**src/rtl/traffic_pkg.sv**
```systemverilog
// Shared constants and types for the traffic-light controller and its input
// conditioning logic.
package traffic_pkg;

   // Farm/highway light encodings, one-hot {R,Y,G}.
   localparam logic [2:0] LT_RED = 3'b100;
   localparam logic [2:0] LT_YEL = 3'b010;
   localparam logic [2:0] LT_GRN = 3'b001;

   // Car-request tracking states.
   //   IDLE    : no outstanding request
   //   PENDING : a car was detected and has not yet been given green
   //   SERVING : farm road is green, new detections need no latching
   typedef enum logic [1:0] {
      IDLE    = 2'd0,
      PENDING = 2'd1,
      SERVING = 2'd2
   } req_state_t;

endpackage

```
**src/rtl/sync_debounce.sv**
```systemverilog
// 2-FF synchroniser followed by a stable-level debouncer. The output only
// changes after the synchronised input has differed from it for DEB_CYCLES
// consecutive clocks; any bounce back restarts the count.
module sync_debounce #(
   parameter int DEB_CYCLES = 1250000
) (
   input  logic clk_125M,
   input  logic rst,
   input  logic din,
   output logic dout
);

   localparam int CNT_W = $clog2(DEB_CYCLES);
   localparam logic [CNT_W-1:0] CNT_LAST = CNT_W'(DEB_CYCLES - 1);

   logic             sync1;
   logic             s_sync;
   logic [CNT_W-1:0] cnt;
   logic             deb_state;

   // Two-stage synchroniser for the asynchronous input.
   always_ff @(posedge clk_125M) begin
      if (!rst) begin
         sync1  <= 1'b0;
         s_sync <= 1'b0;
      end else begin
         sync1  <= din;
         s_sync <= sync1;
      end
   end

   // Stable counter: accept a new level once it has been held long enough.
   always_ff @(posedge clk_125M) begin
      if (!rst) begin
         cnt       <= '0;
         deb_state <= 1'b0;
      end else if (s_sync == deb_state) begin
         cnt <= '0;
      end else if (cnt == CNT_LAST) begin
         deb_state <= s_sync;
         cnt       <= '0;
      end else begin
         cnt <= cnt + CNT_W'(1);
      end
   end

   assign dout = deb_state;

endmodule

```
**src/rtl/car_sensor_cond.sv**
```systemverilog
// Farm-road car sensor conditioning: debounces the raw detector, latches a
// detection until the farm road has been given green, and counts requests.
// FL arrives from the divided-clock domain and is re-synchronised here.
module car_sensor_cond
   import traffic_pkg::*;
#(
   parameter int DEB_CYCLES = 1250000,
   parameter int CNT_SAT    = 255
) (
   input  logic       clk_125M,
   input  logic       rst,
   input  logic       sensor_raw,
   input  logic [2:0] FL,
   output logic       c,
   output logic [7:0] req_cnt
);

   logic       deb_state;
   logic       deb_prev;
   logic       deb_rise;
   logic [2:0] fl_s1;
   logic [2:0] fl_s2;
   logic       fl_green_s;
   logic       count_req;

   req_state_t state;
   req_state_t state_next;

   sync_debounce #(
      .DEB_CYCLES (DEB_CYCLES)
   ) u_deb (
      .clk_125M (clk_125M),
      .rst      (rst),
      .din      (sensor_raw),
      .dout     (deb_state)
   );

   // Synchronise each FL bit and remember the previous debounced level.
   always_ff @(posedge clk_125M) begin
      if (!rst) begin
         fl_s1    <= 3'b000;
         fl_s2    <= 3'b000;
         deb_prev <= 1'b0;
      end else begin
         fl_s1    <= FL;
         fl_s2    <= fl_s1;
         deb_prev <= deb_state;
      end
   end

   // Only an exact green code counts; illegal multi-hot values do not.
   assign fl_green_s = (fl_s2 == LT_GRN);
   assign deb_rise   = deb_state & ~deb_prev;

   // Next-state and request-count decision for the request tracker.
   always_comb begin
      state_next = state;
      count_req  = 1'b0;
      case (state)
         IDLE: begin
            if (fl_green_s) begin
               state_next = SERVING;
               count_req  = deb_rise;
            end else if (deb_rise) begin
               state_next = PENDING;
               count_req  = 1'b1;
            end
         end
         PENDING: begin
            if (fl_green_s) state_next = SERVING;
         end
         SERVING: begin
            if (!fl_green_s) state_next = IDLE;
         end
         default: state_next = IDLE;
      endcase
   end

   // State register, registered car request and saturating request counter.
   always_ff @(posedge clk_125M) begin
      if (!rst) begin
         state   <= IDLE;
         c       <= 1'b0;
         req_cnt <= 8'd0;
      end else begin
         state <= state_next;
         c     <= deb_state | (state == PENDING);
         if (count_req && (req_cnt != 8'(CNT_SAT))) begin
            req_cnt <= req_cnt + 8'd1;
         end
      end
   end

endmodule

```
**config.mk**
```make
export PLATFORM = sky130hd
export DESIGN_NAME = car_sensor_cond
export DESIGN_NICKNAME = d
export VERILOG_FILES = /design/src/rtl/traffic_pkg.sv /design/src/rtl/sync_debounce.sv /design/src/rtl/car_sensor_cond.sv
export SDC_FILE = /design/constraint.sdc
export NUM_CORES = 1
export LEC_CHECK = 0
export ABC_AREA = 0
export BUFFER_PORTS_ARGS = -buffer_cell sky130_fd_sc_hd__buf_2
export CAP_MARGIN = 15
export CORE_MARGIN = 2
export CORE_UTILIZATION = 57
export DETAILED_ROUTE_END_ITERATION = 8
export GPL_TIMING_DRIVEN = 0
export HOLD_SLACK_MARGIN = 0.12
export PLACE_DENSITY_LB_ADDON = 0.3
export SKIP_LAST_GASP = 1
export SYNTH_ARGS = -nofsm -noshare
export SYNTH_HDL_FRONTEND = slang
export SYNTH_SLANG_ARGS = --single-unit
```
**constraint.sdc**
```tcl
create_clock -name clk_125M -period 2 [get_ports clk_125M]
set_input_delay 0.1 -clock clk_125M [delete_from_list [all_inputs] [get_ports clk_125M]]
set_output_delay 0.1 -clock clk_125M [all_outputs]
set_load 0.005 [all_outputs]
```
==> results.json <==
{
  "status": "finished clean",
  "antenna_found_initial": 0,
  "die_h_um": 59.40,
  "rows": 20,
  "htree_levels": 2,
  "cts_tree": "yes",
  "ys_types": 34,
  "cts_buffer_depth": 2,
  "power.total_mw": 1.319,
  "final-max-slew-violation-count": 0,
  "yosysSeqAreaShare_pct": 48.07,
  "gp_congestion": 0.7862,
  "slowest_stage": "or4_4",
  "cp_cell_sequence": "ha_1 -> nand3_1 -> or4_4 -> or3_1 -> a21oi_2",
  "crit_type": "flip-flop to flip-flop",
  "sw_frac_of_total_pct": 23.72,
  "drtAntennaViolNets": 0,
  "vias_per_cell": 5.762,
  "timing.fmax_ghz": 0.5275,
  "insertion_delay_ps": 340,
  "netlist_instances": 194,
  "clockPowerShare_pct": 33.2,
  "period_share_pct": 94.80,
  "synth_edf_count": 0,
  "clkSinkCount": 42,
  "final_util_pct": 67.56,
  "wire_per_inst_um": 12.93,
  "fin_skew_ps": 5.057,
  "tightest_slew_ps": 434.1,
  "yosys_warnings": 0,
  "p_per_area_nw_per_um2": 655.7,
  "rsz0062_at_grt": "no",
  "hold_depth": 1,
  "syn_avg_cell_area_um2": 9.016,
  "grt_use_total_pct": 20.87,
  "ir_drop_mv": 0.4875,
  "grt_pass1_vias": 1325,
  "ys_ff_latch": 42,
  "p_int_mw": 1.006,
  "cpPeakStageDelay_ps": 610,
  "layout_min_cycle_time_ps": 1896,
  "die_w_um": 59.40,
  "syn2layout_area_growth_pct": 15.02,
  "synthesis.area_um2": 1749,
  "fin_tns_setup_ps": 0,
  "cts-root-buf": "clkbuf_4",
  "start_util_pct": 58.74,
  "worstPathMaxFanout": 5,
  "finalHoldViolations": 0,
  "drtIter0Drc": 69,
  "final_cell_mix": "dfxtp_1 (41), nor2_1 (22), buf_2 (14)",
  "fill_cells": 250,
  "worstSetupEndpointType": "flip-flop",
  "async_flop_share_pct": 0,
  "grt_max_degree": 16,
  "critical_path_required_ps": 2290,
  "hpwl_mm": 2.288,
  "hp-class": "flip-flop to flip-flop",
  "clk_pin_slew_worst_paths_ps": 130,
  "overflow": 0,
  "port-buffer-count": 14,
  "diodes": 0,
  "critPathArrivalTime_ps": 2190,
  "final_net_count": 230,
  "finalSetupViolations": 0,
  "cap_violations": 0,
  "grt_pass1_wl_mm": 5.526,
  "p_switching_uw": 313.0,
  "relSlewSlack_pct": 70.76,
  "cts_buffers": 5,
  "critPathLaunchType": "flip-flop",
  "num_vias": 1475,
  "seq_power_share_pct": 64.3,
  "synth_flop_cell": "dfxtp_1",
  "hold_ws_ps": 448.3,
  "layout_commonest_cell": "dfxtp_1",
  "dr.pass1.iters": 4,
  "leakage_nw": 0.7197,
  "place_area_um2": 1861,
  "coreArea_um2": 2978,
  "rr_worst_depth": 5,
  "combPwrFrac_pct": 2.5,
  "syn_nets": 202,
  "ff2ff_setup_slack_ps": 100,
  "final_layout_size_suffix_gt1_share_pct": 17.49,
  "ioPinCount": 15,
  "dieArea_um2": 3528,
  "drc": 0,
  "wl_mm": 3.309,
  "final_area_um2": 2012
}
[final timing paths]
path | startpoint | end
setup / recovery | u_deb.cnt[0]$_SDFF_PP0_ | u_deb.cnt[20]$_SDFF_PP0_
hold / removal | u_deb.cnt[0]$_SDFF_PP0_ | u_deb.cnt[0]$_SDFF_PP0_
setup reg to reg | u_deb.cnt[0]$_SDFF_PP0_ | u_deb.cnt[20]$_SDFF_PP0_
hold reg to reg | u_deb.cnt[0]$_SDFF_PP0_ | u_deb.cnt[0]$_SDFF_PP0_
[final cells by class]
cell class	count	area, um^2	share of cell area (%)
Multi-Input combinational cell	137	859.6	42.72
Sequential cell	42	842.1	41.85
Timing Repair Buffer	22	142.6	7.090
Tap cell	33	41.29	2.052
Clock buffer	5	37.54	1.866
Buffer	7	37.54	1.866
Inverter	7	26.28	1.306
Clock inverter	3	25.02	1.244
[stage by stage]
stage          setup WS (ps)  cells
6_report               104.1    256
2_1_floorplan          269.8    194
3_5_place_dp          -69.85    241
4_1_cts                23.16    254
5_1_grt                26.17    256
3_3_place_gp           17.06    241
[power by group through the flow]
stage	sequential, mW	clock [mW]	combinational, mW
final	0.848	0.438	0.0330
after global routing	0.850	0.498	0.0367
after CTS	0.848	0.443	0.0312
after detailed placement	0.867	0	0.0236
after global placement	0.866	0	0.0226
after floorplan	0.866	0	0.0140
[cells by family (layout without fill, tap and decap cells)]
family / after synthesis / after routing / synth area share [%]
AND/OR/NAND/NOR: 93 / 93 / 30.04
multiplexers: 2 / 2 / 1.145
AO/OA/AOI/OAI: 24 / 24 / 7.868
XOR/XNOR: 16 / 16 / 8.012
adder cells (fa/ha/maj): 2 / 2 / 1.430
flip-flops: 42 / 42 / 48.07
buffers and inverters: 15 / 44 / 3.432
[flip-flops by register name, indices dropped and copies added, names as in the netlist]
| name | flops |
|---|---|
| deb_prev | 1 |
| u_deb.sync1 | 1 |
| u_deb.s_sync | 1 |
| u_deb.cnt | 21 |
| state | 2 |
| c | 1 |
| fl_s2 | 3 |
| fl_s1 | 3 |
| req_cnt | 8 |
| u_deb.dout | 1 |
[cells in the mapped netlist (2+ instances only)]
cell type | count | area [um^2]
a21oi_1 | 9 | 45.04
a21oi_2 | 2 | 17.52
and2_1 | 9 | 56.30
and3_1 | 4 | 25.02
clkbuf_1 | 4 | 15.01
clkbuf_2 | 2 | 10.01
dfxtp_1 | 42 | 840.8
ha_1 | 2 | 25.02
inv_1 | 6 | 22.52
mux2i_1 | 2 | 20.02
nand2_1 | 13 | 48.80
nand3_1 | 10 | 50.05
nand4_1 | 7 | 43.79
nand4b_1 | 2 | 17.52
nor2_1 | 22 | 82.58
nor3_1 | 3 | 15.01
nor3b_1 | 2 | 15.01
nor4_1 | 5 | 31.28
nor4b_1 | 2 | 17.52
o211ai_1 | 2 | 15.01
o21ai_0 | 9 | 45.04
o31ai_1 | 2 | 15.01
or3_1 | 5 | 31.28
or4_1 | 4 | 30.03
xnor2_1 | 9 | 78.83
xor2_1 | 7 | 61.31
[per-layer routing]
metal	part of all wire, %	track usage, %	wire (um)
met1	43	24.45	1433
met2	52	35.48	1718
met3	4.1	7.424	135
met4	0.66	6.494	22
met5	0	0	0
[what timing repair did]
item	CTS	global route
hold buffers	5	0
gates resized for setup	1	8
hold endpoints to repair	8	0
setup buffers	0	3
pin swaps	0	2
setup endpoints to repair	10	22
[worst max-delay path, delay by kind of cell, from the launching register on]
family                     cells  cell delay [ps]
AOI/OAI and AO/OA              1              140
and+or+nand+nor                3             1130
adders and majority gates      1              200
DFF                            1              380
(Power assumes the default switching activity.)
